$ cat config.mk
export PLATFORM = sky130hd
export DESIGN_NAME = decoder_scan_nto2n
export DESIGN_NICKNAME = d
export VERILOG_FILES = /design/src/rtl/decoder_scan_nto2n.sv
export SDC_FILE = /design/constraint.sdc
export NUM_CORES = 1
export LEC_CHECK = 0
export BUFFER_PORTS_ARGS = -buffer_cell sky130_fd_sc_hd__buf_2
export CORE_MARGIN = 5
export CORE_UTILIZATION = 46
export DETAILED_ROUTE_END_ITERATION = 10
export PLACE_DENSITY = 0.78
export SYNTH_ARGS = -nofsm -noshare
export SYNTH_HDL_FRONTEND = slang
export SYNTH_SLANG_ARGS = --single-unit
$ cat constraint.sdc
create_clock -name clk -period 1.6 [get_ports clk]
set_clock_uncertainty 0.2 [all_clocks]
set_input_delay 0.08 -clock clk [delete_from_list [all_inputs] [get_ports clk]]
set_output_delay 0.08 -clock clk [all_outputs]
set_load 0.01 [all_outputs]
$ cat src/rtl/decoder_scan_nto2n.sv
`default_nettype none
// ============================================================================
// Module   : decoder_scan_nto2n
// Brief    : Registered N-to-2^N one-hot decoder, direct decode or timed scan.
//            DECODER_SCAN_ACTIVE_LOW_EN inverts the out pin (active-low strobe).
// Revision : 1.0 - initial release
// ============================================================================
module decoder_scan_nto2n #(
  parameter int SEL_W = 3,
  parameter int OUT_W = 2**SEL_W,
  parameter int DWELL = 4
) (
  input  logic             clk,
  input  logic             rst_n,
  input  logic             en,
  input  logic             mode,
  input  logic             in_valid,
  output logic             in_ready,
  input  logic [SEL_W-1:0] sel,
  output logic [OUT_W-1:0] out,
  output logic             out_valid,
  output logic [SEL_W-1:0] idx,
  output logic             wrap
);

  localparam int                 c_cnt_w    = (DWELL > 1) ? $clog2(DWELL) : 1;
  localparam logic [c_cnt_w-1:0] c_cnt_last = c_cnt_w'(DWELL - 1);
  localparam logic [SEL_W-1:0]   c_idx_last = SEL_W'(OUT_W - 1);

  if (SEL_W < 1 || SEL_W > 6 || DWELL < 1 || DWELL > 65536 ||
      OUT_W != (1 << SEL_W)) begin : g_param_check
    $error("decoder_scan_nto2n: illegal SEL_W/OUT_W/DWELL");
  end

  typedef enum logic [1:0] {
    st_idle   = 2'd0,
    st_direct = 2'd1,
    st_scan   = 2'd2
  } state_t;

  state_t             r_state;
  logic [OUT_W-1:0]   r_out;
  logic               r_valid;
  logic [SEL_W-1:0]   r_idx;
  logic               r_wrap;
  logic [c_cnt_w-1:0] r_cnt;
  logic [SEL_W-1:0]   w_idx_inc;

  assign in_ready  = rst_n & en & ~mode;
  assign w_idx_inc = r_idx + SEL_W'(1);

  always_ff @(posedge clk) begin
    if (!rst_n) begin
      r_state <= st_idle;
      r_out   <= '0;
      r_valid <= 1'b0;
      r_idx   <= '0;
      r_wrap  <= 1'b0;
      r_cnt   <= '0;
    end else if (!en) begin
      // idx deliberately holds so software can see where blanking happened
      r_state <= st_idle;
      r_out   <= '0;
      r_valid <= 1'b0;
      r_wrap  <= 1'b0;
      r_cnt   <= '0;
    end else if (mode) begin
      r_valid <= 1'b1;
      if (r_state != st_scan) begin
        r_state <= st_scan;
        r_out   <= OUT_W'(1);
        r_idx   <= '0;
        r_cnt   <= '0;
        r_wrap  <= 1'b0;
      end else if (r_cnt == c_cnt_last) begin
        r_cnt   <= '0;
        r_idx   <= w_idx_inc;
        r_out   <= OUT_W'(1) << w_idx_inc;
        r_wrap  <= (r_idx == c_idx_last);
      end else begin
        r_cnt   <= r_cnt + c_cnt_w'(1);
        r_wrap  <= 1'b0;
      end
    end else begin
      r_wrap <= 1'b0;
      r_cnt  <= '0;
      if (in_valid) begin
        r_state <= st_direct;
        r_out   <= OUT_W'(1) << sel;
        r_idx   <= sel;
        r_valid <= 1'b1;
      end else if (r_state == st_scan) begin
        // leaving scan keeps the last strobe until a new select arrives
        r_state <= st_direct;
      end
    end
  end

`ifdef DECODER_SCAN_ACTIVE_LOW_EN
  assign out = ~r_out;
`else
  assign out = r_out;
`endif
  assign out_valid = r_valid;
  assign idx       = r_idx;
  assign wrap      = r_wrap;

endmodule
`default_nettype wire

==> Word level (Yosys, flattened, before mapping) <==
Index checks and enable logic that the tools add are counted.
{ "classes": {"n_bitwise": 6, "reduce_logical": 8, "addsub": 2, "n_eq_ne": 6, "mux": 14, "n_shift": 2} }
{ "ops": {"columns": ["operator", "n"], "rows": [
  ["2-to-1 mux 8 bit", 4],
  ["left shift 1 x 3 -> 8 bit (first input constant)", 2],
  ["2-to-1 mux 3 bit", 4],
  ["OR reduction 5 bit", 2],
  ["2-to-1 mux 2 bit", 4],
  ["AND reduction 2 bit", 3],
  ["equality test 2 bit (second input constant)", 2],
  ["inverter 1 bit", 4],
  ["adder 3 x 1 -> 3 bit (second input constant)", 1],
  ["equality test 3 bit (second input constant)", 1],
  ["inequality test 3 x 1 -> 1 bit (second input constant)", 1],
  ["AND reduction 3 bit", 1],
  ["nonzero test 3 bit", 1],
  ["adder 2 x 1 -> 2 bit (second input constant)", 1],
  ["bitwise AND 1 bit", 2],
  ["2-to-1 mux 1 bit", 2],
  ["inequality test 2 x 1 -> 1 bit (second input constant)", 1],
  ["inequality test 2 bit (second input constant)", 1],
  ["nonzero test 2 bit", 1]
]} }
{ "totals": {"regBits": 17, "word_cells": 44, "output_inout_bits": 14, "input_bits": 8} }

==> Depth between registers and ports, before layout <==
Gate-level depths: netlist of run 1.
{ "depth": {"word_depth": 5, "depth_mapped": 5, "depth_no_buf": 5} }

==> Worst setup path after synthesis of run 1 <==
Ideal clock, no wire load.
{ "synth_timing": {"path_kind": "reg-to-reg", "start": "register r_idx[0] (netlist: idx[0])", "end": "register r_idx[2] (netlist: idx[2])", "arrival_time_ns": 1.480, "path_slack_ns": -0.171, "period_less_slack_ns": 1.771, "path_stages_with_launch": 6, "path_buffers": 0, "setup_ns": 0.091, "required_ns": 1.309, "cell_sequence": "dfxtp_1 -> ha_1 -> ha_1 -> and4bb_2 -> a21oi_1 -> a311oi_1"} }
{ "synth_between": {"elab_chain_cells": 4} }
{ "synth_lines": {"columns": ["element", "line_no", "source"], "rows": [
  ["start, declared", "44", "logic [SEL_W-1:0] r_idx;"],
  ["start signal, assigned", "77", "r_idx <= w_idx_inc;"],
  ["start signal, assigned", "90", "r_idx <= sel;"],
  ["adder 3 x 1 -> 3 bit", "50", "assign w_idx_inc = r_idx + SEL_W'(1);"],
  ["2-to-1 mux 3 bit", "75", "end else if (r_cnt == c_cnt_last) begin"],
  ["2-to-1 mux 3 bit", "69", "if (r_state != st_scan) begin"],
  ["2-to-1 mux 3 bit", "67", "end else if (mode) begin"]
]} }
Every way passes these cells. The select of a mux whose other input is x is not followed.
A chain may end at the register's enable or synchronous reset.

==> Worst setup path in the final report of run 1 <==
{ "layout_timing": {"start": "register r_idx[0] (netlist: idx[0])", "end": "register r_out[5] (netlist: out[5])"} }
{ "layout_between": {"elab_chain_cells": 5} }
{ "layout_lines": {"columns": ["element", "line_no", "source"], "rows": [
  ["adder 3 x 1 -> 3 bit", "50", null],
  ["left shift 1 x 3 -> 8 bit", "78", "r_out <= OUT_W'(1) << w_idx_inc;"],
  ["2-to-1 mux 8 bit", "75", null],
  ["2-to-1 mux 8 bit", "69", null],
  ["2-to-1 mux 8 bit", "67", null],
  ["end signal, assigned", "78", null],
  ["end signal, assigned", "89", "r_out <= OUT_W'(1) << sel;"],
  ["end, declared", "42", "logic [OUT_W-1:0] r_out;"]
]} }
Every way passes these cells. The select of a mux whose other input is x is not followed.

==> results_dict.tcl, run 1 <==
set metrics [dict create \
    status "complete, but fails checks" \
    violations "hold timing, setup timing" \
    crit_arrival_ns 1.71 \
    clk_pin_slew_ns 0.11 \
    antenna_found_initial 0 \
    die_h_um 53.8 \
    start_util_pct 49.5 \
    cp-start-kind "flop" \
    fin_util_pct 65.5 \
    rsz0062_at_grt "yes" \
    clock-sinks 17 \
    irDropWorstVdd_v 0.000423 \
    reg2reg_depth 5 \
    clk_latency_ns 0.30 \
    dp.cells 140 \
    drive_gt1_share_pct 37.9 \
    finalCritPeriodShare_pct 107 \
    synth-async-reset-ratio_pct 0 \
    synth_edf_count 0 \
    dr.pass1.iters 4 \
    grt_pass1_wl_mm 4.01 \
    netlist_instances 93 \
    r2r_setup_slack_ns -0.11 \
    p_per_area_nw_per_um2 741 \
    fin_total_pwr_mw 0.866 \
    route.detailed.drc 0 \
    rr_startpoint "idx[0]" \
    yosysTopAreaCell "dfxtp_1" \
    coreArea_um2 1780 \
    wl_per_cell_um 16.4 \
    overflow 0 \
    yosysMostFrequentCell "dfxtp_1" \
    max_freq_mhz 586 \
    grt_max_degree 15 \
    fin_area_um2 1170 \
    synth_common_cells "17 x dfxtp_1, 11 x a21oi_1" \
    syn-num-nets 108 \
    cts_buffer_depth 2 \
    finalCriticalPeriod_ns 1.71 \
    n_fill_cell 156 \
    drtAntennaViolNets 0 \
    place_congestion 0.829 \
    crit_type "flop to flop" \
    numCtsBuffers 3 \
    finalWirelength_mm 2.44 \
    fp-row-count 15 \
    syn_area_um2 883 \
    h-tree-depth 1 \
    hold_viol 3 \
    ys_ff_latch 17 \
    io_buffers 21 \
    cp-endpoint "out[5]" \
    synthFlopType "dfxtp_1" \
    grt_pass1_vias 888 \
    yosysWarnings 0 \
    die_w_um 53.8 \
    hpwl_mm 1.66 \
    tritoncts "built" \
    synth.area.top_cells "dfxtp_1 39%, ha_1 9.9%, a32oi_1 6.9%" \
    finalNetCount 140 \
    die_area_um2 2900 \
    critPathLaunch "idx[0]" \
    synth_top_area_share_pct 38.5 \
    min_path_type "primary input to flop" \
    vias 904 \
    maxSlewViolCount 0 \
    required_ns 1.60 \
    wl_met3_um 164 \
    placed_cell_area_um2 1060 \
    detail_route.iter0.violations 22 \
    avgSynthCellArea_um2 9.50 \
    num_antenna_cells 0 \
    grt_usage_pct 19.0 \
    finalSetupViolCount 5 \
    holdWs_ns -0.135 \
    cts_hold_buf 4 \
    power.leakage_nw 0.503 \
    stdcell_count 149 \
    synth.distinct_cells 28 \
    seq_area_frac_synth_pct 38.5 \
    seqCellArea_um2 347 \
    cp_max_fo 4 \
    maxSlewHeadroom_pct 68.9 \
    wl_met2_mm 1.17 \
    worst_pin_slew_ns 0.466 \
    setup_ws_ns -0.108 \
    cts_root_buf "clkbuf_4" \
    maxCapViolCount 0 \
    reg2reg_to "out[5]" \
    drt-met1-wl_mm 1.03 \
    post_drt_via_cell_ratio 6.07 \
    dr.max_layer_used "met4" \
    synthToLayoutAreaGrowth_pct 32.3 \
    ios 22 \
    cp-end-kind "flop" \
    multi_input_area_um2 528 \
]
## worst min path at each step
stage | from | end | slack (ns) | cells after the start
4_1_cts | en | idx[1] | -0.15 | 2
5_1_grt | en | idx[0] | -0.11 | 2
3_5_place_dp | in_valid | r_state[0] | 0.13 | 2
2_1_floorplan | en | idx[0] | -0.02 | 1
6_report | en | idx[1] | -0.13 | 2
3_3_place_gp | in_valid | r_state[0] | 0.12 | 2
## layout by cell type (no fill, tap or decap), types with 2 or more instances in the layout
cell / count
buf_2: 21
dfxtp_1: 14
a21oi_1: 9
inv_1: 7
buf_4: 7
a32oi_1: 6
a211oi_1: 6
nor2_1: 5
ha_1: 5
dlygate4sd3_1: 4
a31oi_1: 3
clkbuf_4: 3
nand2_1: 2
nand3b_1: 2
nor2b_1: 2
a21oi_2: 2
nor4_1: 2
a311oi_1: 2
ha_4: 2
dfxtp_2: 2
## layer usage
layer	track usage, %	vias to the layer above
met2	30.0	37
met3	4.16	8
met4	10.6	0
li1	-	420
met1	23.6	439
met5	0	-
## where the power goes
group | total (mW) | switching (mW) | internal (mW)
Clock | 0.235 | 0.141 | 0.0931
Combinational | 0.178 | 0.0985 | 0.0794
Sequential | 0.453 | 0.0126 | 0.441
## state kept, by name (all words and copies together) (netlist names)
| signal | flops |
|---|---|
| out | 8 |
| wrap | 1 |
| out_valid | 1 |
| r_state | 2 |
| idx | 3 |
| r_cnt | 2 |
## cell type report
cell class                      count  share of cell area, %
Clock buffer                        3                   1.93
Clock inverter                      1                  0.428
Inverter                            7                   2.25
Multi-Input combinational cell     63                   45.2
Sequential cell                    17                   29.7
Tap cell                           25                   2.68
Timing Repair Buffer               33                   17.9
## kinds of logic (layout without fill, tap and decap cells)
family,Yosys count,in the layout,synth area share (%)
adder cells (fa/ha/maj),7,7,9.91
buffers and inverters,13,44,7.51
AND/OR/NAND/NOR,21,21,16.0
flip-flops,17,17,38.5
AO/OA/AOI/OAI,35,35,28.0
## critical path, stage by stage (launching register included)
cell and delay, ns:
dfxtp_4 0.37, ha_4 0.17, ha_4 0.21, and4bb_2 0.36, a32oi_1 0.08, a211oi_1 0.23
## what timing repair did
item | 4_1_cts | 5_1_grt
resized for setup | 0 | 7
pin swaps | 5 | 4
endpoints found under the setup margin | 5 | 10
setup buffers | 0 | 1
hold endpoints to repair | 8 | 3
## metrics by stage
step / setup slack [ns] / setup TNS (ns)
floorplan: 0.0119 / 0
global placement: 0.00394 / 0
detailed placement: -0.0411 / -0.131
CTS: -0.0618 / -0.161
global route: -0.161 / -0.782
finish: -0.108 / -0.337
No activity file was read; power rests on OpenSTA's default activity.
==> inputs of run 2 (changes only) <==
Settings changed: PLACE_DENSITY 0.78 to not set, PLACE_DENSITY_LB_ADDON set to 0.2.
==> run 2 against run 1 <==
  * The flow finishes with violations (setup timing)
  * Critical endpoint is now idx[2]
  * Sequential power about the same
  * Largest cell class unchanged
  * Via count is 5.0% lower
  * Combinational power up 2%
==> results_dict.tcl, run 2 (same netlist as run 1, synthesis figures left out) <==
set metrics [dict create \
    synthToLayoutAreaGrowth_pct 34.6 \
    cp_max_fo 4 \
    maxSlewViolCount 0 \
    status "complete, but fails checks" \
    max_freq_mhz 593 \
    post-place-ws_ns -0.0462 \
    multi_input_area_um2 522 \
    drive_gt1_share_pct 36.5 \
    finalSetupViolCount 4 \
    worst_pin_slew_ns 0.481 \
    required_ns 1.59 \
    tritoncts "built" \
    setup_ws_ns -0.0856 \
    path_cells "ha_4 -> ha_4 -> and4bb_2 -> a21oi_1 -> a311oi_1" \
    num_antenna_cells 0 \
    cpMostUsedCell "ha_4" \
    antenna_found_initial 0 \
    layout_commonest_cell "buf_2" \
    fin_total_pwr_mw 0.870 \
    maxSlewHeadroom_pct 67.8 \
    irDropWorstVdd_v 0.000448 \
    ios 22 \
    slowest_delay_ns 0.37 \
    post_drt_via_cell_ratio 5.69 \
    power.leakage_nw 0.510 \
    reg2reg_to "idx[2]" \
    violations "setup timing" \
    critPathLaunch "idx[1]" \
    crit_arrival_ns 1.68 \
    drtAntennaViolNets 0 \
    n_fill_cell 165 \
    grt_usage_pct 18.8 \
    rsz0062_at_grt "yes" \
    finalWirelength_mm 2.39 \
    min_path_type "primary input to flop" \
    die_h_um 53.8 \
    r2r_setup_slack_ns -0.09 \
    seqCellArea_um2 349 \
    cts_root_buf "clkbuf_4" \
    fp-row-count 15 \
    io_buffers 21 \
    cp-start-kind "flop" \
    wl_per_cell_um 15.8 \
    cp-endpoint "idx[2]" \
    start_util_pct 49.5 \
    numCtsBuffers 3 \
    clk_latency_ns 0.30 \
    clock-sinks 17 \
    hpwl_mm 1.68 \
    p_per_area_nw_per_um2 732 \
    route.detailed.drc 0 \
    largest_reg_flops 8 \
    vias 859 \
    die_w_um 53.8 \
    mostFrequentLayoutCells "21 x buf_2, 14 x dfxtp_1, 10 x a21oi_1" \
    fin_util_pct 66.7 \
    maxCapViolCount 0 \
    overflow 0 \
    detail_route.iter0.violations 11 \
    place_congestion 0.862 \
    cts_buffer_depth 2 \
    coreArea_um2 1780 \
    holdPathStages 3 \
    dr.pass1.iters 4 \
    clk_pin_slew_ns 0.11 \
    crit_type "flop to flop" \
    h-tree-depth 1 \
    grt_pass1_wl_mm 3.86 \
    grt_pass1_vias 826 \
    grt_max_degree 15 \
    cp-end-kind "flop" \
    finalCriticalPeriod_ns 1.69 \
    cp_slowest_cell "dfxtp_4" \
    finalCritPeriodShare_pct 105 \
    reg2reg_depth 5 \
    finalNetCount 142 \
    rr_startpoint "idx[1]" \
    die_area_um2 2900 \
    hold_viol 0 \
]
==> run 2: through the flow <==
stage	hold WS [ns]	TNS (ns)	instances	area (µm²)
final	0.0544	-0.229	151	1190
after global routing	0.0749	-0.570	151	1190
after CTS	0.0128	-0.179	151	1160
after detailed placement	0.160	-0.102	140	1060
after global placement	0.124	0	140	1060
after floorplan	-0.0230	0	93	915
==> run 2: routing by layer <==
layer / vias to the layer above / part of all wire (%) / track usage, %
li1: 426 / - / -
met1: 399 / 41 / 22.1
met2: 25 / 50 / 31.3
met3: 9 / 6.0 / 4.16
met4: 0 / 2.5 / 10.2
met5: - / 0 / 0
==> run 2: power breakdown <==
group	total [mW]	switching [mW]	internal [mW]
registers	0.452	0.0126	0.440
logic	0.182	0.0970	0.0849
clock network	0.235	0.142	0.0932
==> run 2: cell type report <==
| cell class | instances | area share (%) |
|---|---|---|
| Tap cell | 25 | 2.63 |
| Inverter | 7 | 2.21 |
| Timing Repair Buffer | 35 | 19.6 |
| Clock buffer | 3 | 1.89 |
| Sequential cell | 17 | 29.4 |
| Clock inverter | 1 | 0.421 |
| Multi-Input combinational cell | 63 | 43.9 |
==> run 2: worst max-delay path: cells and delay by family (launching register included) <==
| family | cells | cell delay, ns |
|---|---|---|
| adders and majority gates | 2 | 0.38 |
| DFF | 1 | 0.37 |
| and+or+nand+nor | 1 | 0.33 |
| AOI/OAI and AO/OA | 2 | 0.30 |
==> run 2: how the worst min path moves through the flow <==
stage                   from          to  slack (ns)
global placement    in_valid  r_state[0]        0.12
global route          sel[2]      idx[2]        0.07
floorplan                 en      idx[0]       -0.02
CTS                   sel[1]      idx[1]        0.01
detailed placement  in_valid  r_state[0]        0.16
finish                sel[2]      out[6]        0.05
==> run 2: what timing repair did <==
action / CTS / global route
pin swaps: 7 / 5
setup endpoints to repair: 5 / 11
cloned: 0 / 0
endpoints found under the hold margin: 8 / 1
setup buffers: 2 / 0
hold buffers: 5 / 1
resized for setup: 1 / 7
==> inputs of run 3 (changes only) <==
Settings changed: CORE_UTILIZATION 46 to 45.
==> run 3 against run 2 <==
  * Clock power barely moved
  * The flow still finishes with violations (setup timing)
  * Largest cell class unchanged
  * Highest routed layer unchanged
  * Combinational power fell by 7%
  * Final cell count rose by 1.3%
  * Via count rose by 1.2%
  * Sequential power barely moved
  * Non-clock buffer count did not move
==> results_dict.tcl, run 3 (same netlist as run 1, synthesis figures left out) <==
set metrics [dict create \
    clk_pin_slew_ns 0.10 \
    num_antenna_cells 0 \
    die_h_um 54.3 \
    grt_pass1_wl_mm 3.78 \
    place_congestion 0.807 \
    cp_max_fo 4 \
    post-place-ws_ns -0.0310 \
    finalNetCount 142 \
    irDropWorstVdd_v 0.000374 \
    mostFrequentLayoutCells "21 x buf_2, 13 x dfxtp_1, 11 x a21oi_1" \
    violations "setup timing" \
    grt_usage_pct 17.5 \
    power.leakage_nw 0.499 \
    cp-start-kind "flop" \
    largest_reg_flops 8 \
    fp-row-count 16 \
    p_per_area_nw_per_um2 741 \
    grt_pass1_vias 835 \
    setup_ws_ns -0.0392 \
    fin_area_um2 1160 \
    maxSlewHeadroom_pct 69.4 \
    antenna_found_initial 0 \
    route.detailed.drc 0 \
    ios 22 \
    finalSetupViolCount 5 \
    grt_max_degree 15 \
    dr.pass1.iters 4 \
    cp-end-kind "flop" \
    die_area_um2 2950 \
    h-tree-depth 1 \
    overflow 0 \
    rsz0062_at_grt "yes" \
    drtAntennaViolNets 0 \
    coreArea_um2 1920 \
    n_fill_cell 179 \
    required_ns 1.57 \
    met1_usage_pct 22.3 \
    r2r_setup_slack_ns -0.04 \
    finalCritPeriodShare_pct 102 \
    drive_gt1_share_pct 33.3 \
    start_util_pct 46.0 \
    grt_use_met2_pct 28.5 \
    use_met3_pct 2.72 \
    maxSlewViolCount 0 \
    wl_per_cell_um 14.6 \
    finalCriticalPeriod_ns 1.64 \
    worst_pin_slew_ns 0.458 \
    multi_input_area_um2 502 \
    die_w_um 54.3 \
    maxCapViolCount 0 \
    fin_util_pct 60.4 \
    clk_latency_ns 0.29 \
    busiest_layer "met2" \
    hold_viol 0 \
    io_buffers 21 \
    hpwl_mm 1.57 \
    post_drt_via_cell_ratio 5.68 \
    layout_commonest_cell "buf_2" \
    holdWs_ns 0.0282 \
    clock-sinks 17 \
    synthToLayoutAreaGrowth_pct 31.4 \
    placed_cell_area_um2 1070 \
    seqCellArea_um2 348 \
    status "complete, but fails checks" \
    crit_arrival_ns 1.61 \
    detail_route.iter0.violations 19 \
    crit_type "flop to flop" \
    tritoncts "built" \
    fin_total_pwr_mw 0.861 \
    finalWirelength_mm 2.23 \
    min_path_type "primary input to flop" \
    cts_buffer_depth 2 \
    numCtsBuffers 3 \
    max_freq_mhz 610 \
    cts_root_buf "clkbuf_4" \
    vias 869 \
]
==> run 3: area by class of cell <==
type                            count  share of cell area, %
Sequential cell                    17                   30.0
Multi-Input combinational cell     63                   43.2
Clock buffer                        4                   2.26
Inverter                            7                   2.26
Timing Repair Buffer               35                   19.4
Tap cell                           27                   2.91
==> run 3: final timing paths <==
kind,from,to,cells after the start
worst min register to register,r_cnt[0],r_cnt[0],1
worst max-delay path,idx[0],out[6],5
worst min-delay path,sel[1],out[7],3
worst max register to register,idx[0],out[6],5
==> run 3: report_power, final <==
part | internal [mW] | switching [mW]
registers | 0.441 | 0.0129
clock network | 0.0971 | 0.141
logic | 0.0791 | 0.0899
==> run 3: critical path, cell delays in order, from the launching register on <==
cell and delay, ns:
dfxtp_4 0.37, ha_4 0.17, ha_4 0.26, and4bb_2 0.25, a32oi_1 0.18, a211oi_1 0.09
==> run 3: stage by stage <==
stage	cells	setup TNS, ns
6_report	153	-0.0835
5_1_grt	153	-0.386
4_1_cts	153	-0.0905
3_5_place_dp	142	-0.0891
3_3_place_gp	142	-0.00547
2_1_floorplan	93	0
==> run 3: metal layers <==
| metal | vias to the layer above | share of wire [%] |
|---|---|---|
| met2 | 42 | 46 |
| met5 | - | 0 |
| met4 | 0 | 2.4 |
| met3 | 7 | 6.3 |
| met1 | 391 | 46 |
| li1 | 429 | - |
==> run 3: repair_timing <==
item,in CTS,in global routing
setup endpoints to repair,4,8
resized for setup,0,1
hold buffers,6,0
cloned,0,0
setup buffers,1,0
endpoints found under the hold margin,8,0
pin swaps,6,5
